--- src/rtl/mem_bus_arbiter_pkg.sv ---
// Shared main-bus package: arbiter state encoding, default sizing and
// the SYSBUS_* request tags used by the requesters on the main bus.
package mem_bus_arbiter_pkg;

  localparam int         NUM_REQ_DEF       = 4;
  localparam int         OWN_W_DEF         = 2;
  localparam logic [3:0] GRANT_TIMEOUT_DEF = 4'd15;

  // Requester tags driven on reqtag by the engines themselves.
  localparam logic [1:0] SYSBUS_TAG_STORE = 2'd0;
  localparam logic [1:0] SYSBUS_TAG_LFILL = 2'd1;
  localparam logic [1:0] SYSBUS_TAG_MISS0 = 2'd2;
  localparam logic [1:0] SYSBUS_TAG_MISS1 = 2'd3;

  typedef enum logic [1:0] {
    ST_IDLE    = 2'd0,
    ST_GRANTED = 2'd1,
    ST_OWNED   = 2'd2,
    ST_TURN    = 2'd3
  } arb_state_t;

endpackage

--- src/rtl/mem_bus_arbiter_if.sv ---
// Arbitration handshake bundle between the bus requesters and the arbiter.
// master = requester side, slave = arbiter side.
interface mem_bus_arbiter_if #(
  parameter int NUM_REQ = 4,
  parameter int OWN_W   = 2
);
  logic [NUM_REQ-1:0] req;
  logic [NUM_REQ-1:0] busy;
  logic [NUM_REQ-1:0] grant;
  logic [OWN_W-1:0]   owner;
  logic               bus_idle;
  logic               timeout_err;
  logic               proto_err;

  modport master (
    output req, busy,
    input  grant, owner, bus_idle, timeout_err, proto_err
  );

  modport slave (
    input  req, busy,
    output grant, owner, bus_idle, timeout_err, proto_err
  );
endinterface

--- src/rtl/mem_bus_arbiter_rr_pick.sv ---
// Round-robin selector: first requester at or after i_ptr, wrapping.
module rr_pick #(
  parameter int NUM_REQ = 4,
  parameter int OWN_W   = 2
) (
  input  logic [NUM_REQ-1:0] i_req,
  input  logic [OWN_W-1:0]   i_ptr,
  output logic [NUM_REQ-1:0] o_grant,
  output logic [OWN_W-1:0]   o_idx,
  output logic               o_any
);

  // Candidate index at each rotation offset from the pointer.
  logic [OWN_W-1:0] w_cand [NUM_REQ];

  for (genvar gi = 0; gi < NUM_REQ; gi++) begin : g_cand
    assign w_cand[gi] = OWN_W'((int'(i_ptr) + gi) % NUM_REQ);
  end

  // Scan from the farthest offset back so the nearest hit wins.
  always_comb begin
    o_any   = 1'b0;
    o_idx   = '0;
    o_grant = '0;
    for (int k = NUM_REQ - 1; k >= 0; k--) begin
      if (i_req[w_cand[k]]) begin
        o_idx = w_cand[k];
        o_any = 1'b1;
      end
    end
    if (o_any) begin
      o_grant[o_idx] = 1'b1;
    end
  end

endmodule

--- src/rtl/mem_bus_arbiter.sv ---
// Main-bus arbiter: round-robin grant, tenure tracking via busy,
// grant timeout, one-cycle turnaround between tenures.
// Only arbitrates; requesters drive the main bus themselves.
module mem_bus_arbiter
  import mem_bus_arbiter_pkg::*;
#(
  parameter int         NUM_REQ       = NUM_REQ_DEF,
  parameter int         OWN_W         = OWN_W_DEF,
  parameter logic [3:0] GRANT_TIMEOUT = GRANT_TIMEOUT_DEF
) (
  input logic              clk,
  input logic              reset,
  mem_bus_arbiter_if.slave bus
);

  arb_state_t         r_state, w_state_next;
  logic [NUM_REQ-1:0] r_grant, w_grant_next;
  logic [OWN_W-1:0]   r_owner, w_owner_next;
  logic [OWN_W-1:0]   r_ptr, w_ptr_next;
  logic [3:0]         r_cnt, w_cnt_next;
  logic               r_terr, w_terr_next;
  // Cleared by reset so the edge right after reset never grants.
  logic               r_armed;

  logic [NUM_REQ-1:0] w_pick_oh;
  logic [OWN_W-1:0]   w_pick_idx;
  logic               w_pick_any;
  logic               w_own_busy;
  logic               w_own_req;
  logic [OWN_W-1:0]   w_ptr_after;
  logic [3:0]         w_cnt_inc;

  rr_pick #(
    .NUM_REQ (NUM_REQ),
    .OWN_W   (OWN_W)
  ) u_rr_pick (
    .i_req   (bus.req),
    .i_ptr   (r_ptr),
    .o_grant (w_pick_oh),
    .o_idx   (w_pick_idx),
    .o_any   (w_pick_any)
  );

  assign w_own_busy  = bus.busy[r_owner];
  assign w_own_req   = bus.req[r_owner];
  assign w_ptr_after = (r_owner == OWN_W'(NUM_REQ - 1)) ? '0 : r_owner + OWN_W'(1);
  assign w_cnt_inc   = r_cnt + 4'd1;

  // Next-state and next-grant decisions; every exit to TURN advances rr_ptr.
  always_comb begin
    w_state_next = r_state;
    w_grant_next = r_grant;
    w_owner_next = r_owner;
    w_ptr_next   = r_ptr;
    w_cnt_next   = r_cnt;
    w_terr_next  = 1'b0;
    case (r_state)
      ST_IDLE: begin
        if (r_armed && w_pick_any) begin
          w_grant_next = w_pick_oh;
          w_owner_next = w_pick_idx;
          w_cnt_next   = 4'd0;
          w_state_next = ST_GRANTED;
        end
      end
      ST_GRANTED: begin
        if (w_own_busy) begin
          w_state_next = ST_OWNED;
        end else if (!w_own_req) begin
          w_grant_next = '0;
          w_ptr_next   = w_ptr_after;
          w_state_next = ST_TURN;
        end else begin
          w_cnt_next = w_cnt_inc;
          if (w_cnt_inc == GRANT_TIMEOUT) begin
            w_grant_next = '0;
            w_terr_next  = 1'b1;
            w_ptr_next   = w_ptr_after;
            w_state_next = ST_TURN;
          end
        end
      end
      ST_OWNED: begin
        if (!w_own_busy) begin
          w_grant_next = '0;
          w_ptr_next   = w_ptr_after;
          w_state_next = ST_TURN;
        end
      end
      ST_TURN: begin
        w_state_next = ST_IDLE;
      end
      default: begin
        w_grant_next = '0;
        w_state_next = ST_IDLE;
      end
    endcase
  end

  // State register; reset drops any tenure immediately without TURN.
  always_ff @(posedge clk) begin
    if (reset) begin
      r_state <= ST_IDLE;
      r_grant <= '0;
      r_owner <= '0;
      r_ptr   <= '0;
      r_cnt   <= 4'd0;
      r_terr  <= 1'b0;
      r_armed <= 1'b0;
    end else begin
      r_state <= w_state_next;
      r_grant <= w_grant_next;
      r_owner <= w_owner_next;
      r_ptr   <= w_ptr_next;
      r_cnt   <= w_cnt_next;
      r_terr  <= w_terr_next;
      r_armed <= 1'b1;
    end
  end

  assign bus.grant       = r_grant;
  assign bus.owner       = r_owner;
  assign bus.bus_idle    = (r_grant == '0);
  assign bus.timeout_err = r_terr;
  // Grant is zero outside a tenure, so any busy outside grant is illegal.
  assign bus.proto_err   = ~reset & (|(bus.busy & ~r_grant));

endmodule

--- src/flat_wrapper.sv ---
// flat-port wrapper written by rule: the top's interface ports become plain ports
module mem_bus_arbiter_flat import mem_bus_arbiter_pkg::*;
#(
  parameter int         NUM_REQ       = NUM_REQ_DEF,
  parameter int         OWN_W         = OWN_W_DEF,
  parameter logic [3:0] GRANT_TIMEOUT = GRANT_TIMEOUT_DEF
)
  (clk, reset, bus_req, bus_busy, bus_grant, bus_owner, bus_bus_idle, bus_timeout_err, bus_proto_err);
  mem_bus_arbiter_if #(.NUM_REQ(NUM_REQ), .OWN_W(OWN_W)) bus_i ();
  input logic clk;
  input logic reset;
  input wire logic [$bits(bus_i.req)-1:0] bus_req;
  input wire logic [$bits(bus_i.busy)-1:0] bus_busy;
  output wire logic [$bits(bus_i.grant)-1:0] bus_grant;
  output wire logic [$bits(bus_i.owner)-1:0] bus_owner;
  output wire logic [$bits(bus_i.bus_idle)-1:0] bus_bus_idle;
  output wire logic [$bits(bus_i.timeout_err)-1:0] bus_timeout_err;
  output wire logic [$bits(bus_i.proto_err)-1:0] bus_proto_err;
  assign bus_i.req = bus_req;
  assign bus_i.busy = bus_busy;
  assign bus_grant = bus_i.grant;
  assign bus_owner = bus_i.owner;
  assign bus_bus_idle = bus_i.bus_idle;
  assign bus_timeout_err = bus_i.timeout_err;
  assign bus_proto_err = bus_i.proto_err;
  mem_bus_arbiter #(.NUM_REQ(NUM_REQ), .OWN_W(OWN_W), .GRANT_TIMEOUT(GRANT_TIMEOUT)) u_core (.clk(clk), .reset(reset), .bus(bus_i));
endmodule
--- config.mk ---
export PLATFORM = sky130hd
export DESIGN_NAME = mem_bus_arbiter_flat
export DESIGN_NICKNAME = d
export VERILOG_FILES = /design/src/rtl/mem_bus_arbiter_pkg.sv /design/src/rtl/mem_bus_arbiter_if.sv /design/src/rtl/mem_bus_arbiter_rr_pick.sv /design/src/rtl/mem_bus_arbiter.sv /design/src/flat_wrapper.sv
export SDC_FILE = /design/constraint.sdc
export NUM_CORES = 1
export LEC_CHECK = 0
export ABC_AREA = 1
export BUFFER_PORTS_ARGS = -buffer_cell sky130_fd_sc_hd__buf_4
export CELL_PAD_IN_SITES_DETAIL_PLACEMENT = 1
export CELL_PAD_IN_SITES_GLOBAL_PLACEMENT = 1
export CORE_UTILIZATION = 42
export DETAILED_ROUTE_END_ITERATION = 12
export PLACE_DENSITY = 0.81
export SLEW_MARGIN = 5
export SYNTH_ARGS = -nofsm -noshare
export SYNTH_HDL_FRONTEND = slang
export SYNTH_HIERARCHICAL = 1
export SYNTH_SLANG_ARGS = --single-unit
--- constraint.sdc ---
create_clock -name clk -period 2.4 [get_ports clk]
set_input_delay 0.12 -clock clk [delete_from_list [all_inputs] [get_ports clk]]
set_output_delay 0.12 -clock clk [all_outputs]
set_load 0.02 [all_outputs]
==> impl_metrics.env, run 1 <==
export IMPL_outcome="finished, final reports clean"
export IMPL_synthAdderAreaFrac=0.0647
export IMPL_wl_per_cell_um=12.4
export IMPL_cts_sinks=16
export IMPL_ctsHtreeMaxLevel=1
export IMPL_first_pass_iters=4
export IMPL_synthTopCellsByArea="dfxtp_1, nand2_1, nor2_1"
export IMPL_synth_simple_area_share=0.509
export IMPL_p_per_area_nw_per_um2=1410
export IMPL_antenna_found_initial=0
export IMPL_r2r_start="u_core/r_ptr[0]"
export IMPL_worstSetupEndpoint="u_core/r_cnt[2]"
export IMPL_rows=20
export IMPL_die_x_um=58.8
export IMPL_clock_root_buffer="clkbuf_4"
export IMPL_ir_worst_vdd_uv=671
export IMPL_synthXorXnorAreaFrac=0
export IMPL_dr_total_vias=1414
export IMPL_synth_avg_cell_area_um2=6.15
export IMPL_final_max_slew_violation_count=0
export IMPL_routed_wirelength_um=3540
export IMPL_reg2reg_slack_ns=0.43
export IMPL_grt_pass1_wl_um=6130
export IMPL_worstSkewPairLatency_ns=0.29
export IMPL_hold_viol_final=0
export IMPL_required_ns=2.60
export IMPL_ioPinCount=19
export IMPL_diodes=0
export IMPL_worstPathMaxFanout=10
export IMPL_die_h_um=58.8
export IMPL_synth_cells=220
export IMPL_p_total_mw=2.23
export IMPL_syn2layout_area_growth_pct=16.4
export IMPL_yosysUniqueCellTypes=24
export IMPL_gr_usage_all_layers=0.230
export IMPL_first_global_vias=1414
export IMPL_period_share=0.821
export IMPL_synth_top_family_by_area="simple AND/OR/NAND/NOR gates"
export IMPL_worst_ep_arrival_time_ns=2.17
export IMPL_pre_cts_ws_ns=0.413
export IMPL_fin_tns_setup_ns=0
export IMPL_min_from="bus_req[2]"
export IMPL_fillers=441
export IMPL_layout_common_cells="nand2_1, nor2_1, inv_1"
export IMPL_fin_skew_ns=0.00372
export IMPL_worstSetupPathType="flip-flop to flip-flop"
export IMPL_max_cap_violations=0
export IMPL_synth_mux_area_frac=0
export IMPL_worst_slew_pin_transition_ns=0.432
export IMPL_p_leak_nw=0.827
export IMPL_grt_max_degree=15
export IMPL_syn_nets=237
export IMPL_path_clk_slew_ns=0.10
export IMPL_max_slew_margin_rel=0.712
export IMPL_start_util=0.443
export IMPL_cts_buffers=3
export IMPL_grt_overflow=0
export IMPL_drt_iter0_markers=63
export IMPL_layout_nets=259
export IMPL_cp_start_kind="flip-flop"
export IMPL_min_path_type="input pin to flip-flop"
export IMPL_portBuffers=18
export IMPL_hpwl_um=2940
export IMPL_cts_tree="done"
export IMPL_drtAntennaViolNets=0
export IMPL_cts_max_path_buffers=2
export IMPL_worstSetupEndpointType="flip-flop"
export IMPL_setup_ws_ns=0.430
export IMPL_synth_ff_latch_count=16
export IMPL_yosysSeqAreaShare=0.237
export IMPL_ys_warn_count=6
export IMPL_netlist_area_um2=1350
export IMPL_rr_worst_depth=13
export IMPL_vias_per_cell=4.96
export IMPL_rsz0062_at_grt="false"
export IMPL_drive_gt1_frac=0.266
export IMPL_drcViolationCount=0
export IMPL_reg2reg_to="u_core/r_cnt[2]"
export IMPL_core_um2=3050
export IMPL_synth_compound_area_share=0.0739
export IMPL_startpoint="u_core/r_ptr[0]"
export IMPL_fin_crit_ns=1.97
export IMPL_die_area_um2=3450
export IMPL_gp_congestion=0.834
export IMPL_setup_viol=0
export IMPL_synth_top_cell_by_area="dfxtp_1"
export IMPL_final_common_cell="nand2_1"
export IMPL_max_freq_mhz=508
export IMPL_synth_top_area_frac=0.237
-- where the power goes --
group          leakage, nW  total (mW)  internal (mW)  switching, mW
combinational        0.674        1.56          0.554           1.00
clock               0.0210       0.185         0.0925         0.0920
sequential           0.132       0.486          0.352          0.133
-- logic make-up after synthesis --
kind of cell / count (synthesis)
fa+ha+maj: 7
buf+inv: 38
compound gates: 19
flops: 16
simple gates: 140
-- per-layer routing --
metal / part of all wire / track usage / up-vias / wire length (um)
li1: - / - / 727 / -
met1: 0.46 / 0.300 / 654 / 1640
met2: 0.49 / 0.401 / 29 / 1730
met3: 0.038 / 0.0132 / 4 / 136
met4: 0.010 / 0.0816 / 0 / 36
met5: 0 / 0 / - / 0
-- worst min-delay path by stage --
stage,end,cells after the start
5_1_grt,u_core/bus.timeout_err,5
6_report,u_core/bus.timeout_err,5
4_1_cts,u_core/r_state[0],2
3_3_place_gp,u_core/r_state[0],2
2_1_floorplan,u_core/r_state[0],1
3_5_place_dp,u_core/r_state[0],2
-- synth_stat cells, drive strengths merged --
library cell  count
a21oi             6
buf               1
clkbuf            1
clkinv            2
dfxtp            16
ha                7
inv              34
nand2            69
nand3            25
nand4             2
nor2             42
nor4              2
o21ai            10
o21bai            1
o22ai             2
-- metrics by stage --
stage | instance area [um^2] | instances | hold WS [ns] | util
final | 1580 | 285 | 0.291 | 0.516
after floorplan | 1350 | 220 | 0.189 | -
after global routing | 1580 | 285 | 0.304 | 0.516
after global placement | 1530 | 280 | 0.319 | 0.501
after CTS | 1570 | 284 | 0.000117 | 0.513
after detailed placement | 1530 | 280 | 0.327 | 0.501
-- critical path, cell delays in order, from the launching register on --
cell      delay, ns
dfxtp_1        0.60
nand2_1        0.14
nand3_1        0.15
nand2_2        0.07
nor2_1         0.11
nand3_1        0.14
nand2_1        0.10
nand2_1        0.11
nand2_2        0.10
inv_2          0.04
nand2_2        0.09
clkinv_2       0.08
nor2_1         0.10
nor2_1         0.05
-- final cells by class --
class	count	area [um^2]	area share
Multi-Input combinational cell	166	877	0.557
Timing Repair Buffer	19	145	0.0921
Tap cell	44	55.1	0.0349
Clock buffer	4	36.3	0.0230
Sequential cell	16	320	0.203
Inverter	36	141	0.0898
-- state kept, by name (all words and copies together), names as in the netlist --
register / count
u_core/bus.grant: 4
u_core/bus.owner: 2
u_core/bus.timeout_err: 1
u_core/r_armed: 1
u_core/r_cnt: 4
u_core/r_ptr: 2
u_core/r_state: 2
-- timing repair --
item | CTS | global route
setup buffers | 0 | 0
hold endpoints to repair | 0 | 1
resized for setup | 0 | 0
hold buffers | 0 | 1
(Power assumes the default switching activity.)
==> run 2, diff against run 1 <==
--- a/config.mk
+++ b/config.mk
@@ -9,9 +9,9 @@
 export BUFFER_PORTS_ARGS = -buffer_cell sky130_fd_sc_hd__buf_4
 export CELL_PAD_IN_SITES_DETAIL_PLACEMENT = 1
 export CELL_PAD_IN_SITES_GLOBAL_PLACEMENT = 1
-export CORE_UTILIZATION = 42
+export CORE_UTILIZATION = 39
 export DETAILED_ROUTE_END_ITERATION = 12
-export PLACE_DENSITY = 0.81
+export PLACE_DENSITY = 0.75
 export SLEW_MARGIN = 5
 export SYNTH_ARGS = -nofsm -noshare
 export SYNTH_HDL_FRONTEND = slang
==> constraint.sdc (replaced) <==
create_clock -name clk -period 1.98 [get_ports clk]
set_input_delay 0.099 -clock clk [delete_from_list [all_inputs] [get_ports clk]]
set_output_delay 0.099 -clock clk [all_outputs]
set_load 0.02 [all_outputs]
==> run 2 against run 1 <==
  * Count of clock-buffer cells in the layout stayed put
  * Register-to-register slack worse by 0.28 ns
  * Core utilization decreased by 3.4 points
  * Combinational power is 27% higher
  * Final cell count increased by 1.4%
  * Maximum frequency rose by 7.6%
  * Flip-flop and latch count stayed put
  * Design area is 2.1% higher
  * First-iteration DRC count shrank 51%
  * Via count down 1.4%
==> impl_metrics.env, run 2 (same netlist as run 1, synthesis figures left out) <==
export IMPL_cts_tree="done"
export IMPL_drcViolationCount=0
export IMPL_worstPathMaxFanout=6
export IMPL_wl_per_cell_um=12.4
export IMPL_min_path_type="input pin to flip-flop"
export IMPL_die_h_um=60.9
export IMPL_hold_viol_final=0
export IMPL_final_max_slew_violation_count=0
export IMPL_vias_per_cell=4.82
export IMPL_cts_max_path_buffers=2
export IMPL_required_ns=2.17
export IMPL_fin_skew_ns=0.00107
export IMPL_drt_iter0_markers=31
export IMPL_p_total_mw=2.77
export IMPL_final_common_cell="nand2_1"
export IMPL_setup_viol=0
export IMPL_max_stage_delay_ns=0.46
export IMPL_routed_wirelength_um=3590
export IMPL_setup_ws_ns=0.149
export IMPL_grt_overflow=0
export IMPL_ir_worst_vdd_uv=684
export IMPL_max_cap_violations=0
export IMPL_hpwl_um=3030
export IMPL_die_area_um2=3710
export IMPL_syn2layout_area_growth_pct=18.9
export IMPL_ctsHtreeMaxLevel=1
export IMPL_pre_cts_ws_ns=0.107
export IMPL_drive_gt1_frac=0.284
export IMPL_max_freq_mhz=546
export IMPL_die_x_um=60.9
export IMPL_first_pass_iters=4
export IMPL_dr_total_vias=1394
export IMPL_worst_ep_arrival_time_ns=2.02
export IMPL_worstSkewPairLatency_ns=0.29
export IMPL_worstSetupPathType="flip-flop to flip-flop"
export IMPL_crit_chain="inv_2, nand2_1, nand2_2, nand2_1, nand2_1, nor2_1, nand3_2, nand2_1, nand2_2, nand2_2, inv_2, nand2_2, clkinv_2, nor2_1, nor2_1"
export IMPL_drtAntennaViolNets=0
export IMPL_core_um2=3340
export IMPL_p_leak_nw=0.843
export IMPL_outcome="finished, final reports clean"
export IMPL_cts_buffers=3
export IMPL_cp_start_kind="flip-flop"
export IMPL_gp_congestion=0.808
export IMPL_hold_slack_ns=0.288
export IMPL_first_global_vias=1341
export IMPL_clock_root_buffer="clkbuf_4"
export IMPL_period_share=0.925
export IMPL_ioPinCount=19
export IMPL_gr_usage_all_layers=0.213
export IMPL_layout_common_cells="nand2_1, nor2_1, inv_1"
export IMPL_start_util=0.406
export IMPL_grt_max_degree=15
export IMPL_post_cts_buffers=0
export IMPL_max_slew_margin_rel=0.739
export IMPL_antenna_found_initial=0
export IMPL_portBuffers=18
export IMPL_reg2reg_slack_ns=0.15
export IMPL_grt_pass1_wl_um=5780
export IMPL_path_clk_slew_ns=0.11
export IMPL_critical_path_slowest_cell="dfxtp_1"
export IMPL_fin_crit_ns=1.83
export IMPL_layout_nets=261
export IMPL_fin_tns_setup_ns=0
export IMPL_worst_slew_pin_transition_ns=0.391
export IMPL_cts_sinks=16
export IMPL_rows=21
export IMPL_fillers=489
export IMPL_diodes=0
export IMPL_worstSetupEndpointType="flip-flop"
export IMPL_p_per_area_nw_per_um2=1720
## run 2: report_power, final
| group | switching [mW] | internal (mW) | leakage (nW) |
|---|---|---|---|
| sequential | 0.130 | 0.427 | 0.132 |
| clock | 0.116 | 0.112 | 0.0210 |
| combinational | 1.27 | 0.711 | 0.690 |
## run 2: per-stage QoR
step                      instance area, um^2  std cells   util
after global routing                     1610        289  0.482
after detailed placement                 1550        284  0.463
final                                    1610        289  0.482
after floorplan                          1350        220      -
after global placement                   1550        284  0.463
after CTS                                1590        289  0.477
## run 2: worst max-delay path, delay by kind of cell (launching register included)
kind                   cells  cell delay (ns)
buffers and inverters      3             0.21
AND/OR/NAND/NOR           12             1.05
flip-flops                 1             0.46
## run 2: final timing paths
check                                        from                     end  depth (start not counted)
worst min-delay path                   bus_req[2]  u_core/bus.timeout_err                          5
worst max register to register    u_core/r_ptr[1]         u_core/r_cnt[0]                         15
worst max-delay path              u_core/r_ptr[1]         u_core/r_cnt[0]                         15
worst min register to register  u_core/r_state[0]       u_core/r_state[0]                          2
## run 2: timing repair
item,4_1_cts,5_1_grt
hold buffers,1,0
endpoints found under the hold margin,2,0
setup endpoints to repair,0,10
gates resized for setup,0,7
## run 2: area by class of cell
| cell class | instances | area, um^2 | area share |
|---|---|---|---|
| Sequential cell | 16 | 320 | 0.199 |
| Timing Repair Buffer | 21 | 164 | 0.102 |
| Tap cell | 46 | 57.6 | 0.0358 |
| Clock buffer | 4 | 36.3 | 0.0226 |
| Multi-Input combinational cell | 166 | 890 | 0.553 |
| Inverter | 36 | 141 | 0.0879 |
## run 2: per-layer routing
metal / global-route usage / share of wire
met4: 0.0584 / 0.0072
met1: 0.243 / 0.45
met2: 0.400 / 0.53
met3: 0.0405 / 0.0098
met5: 0 / 0
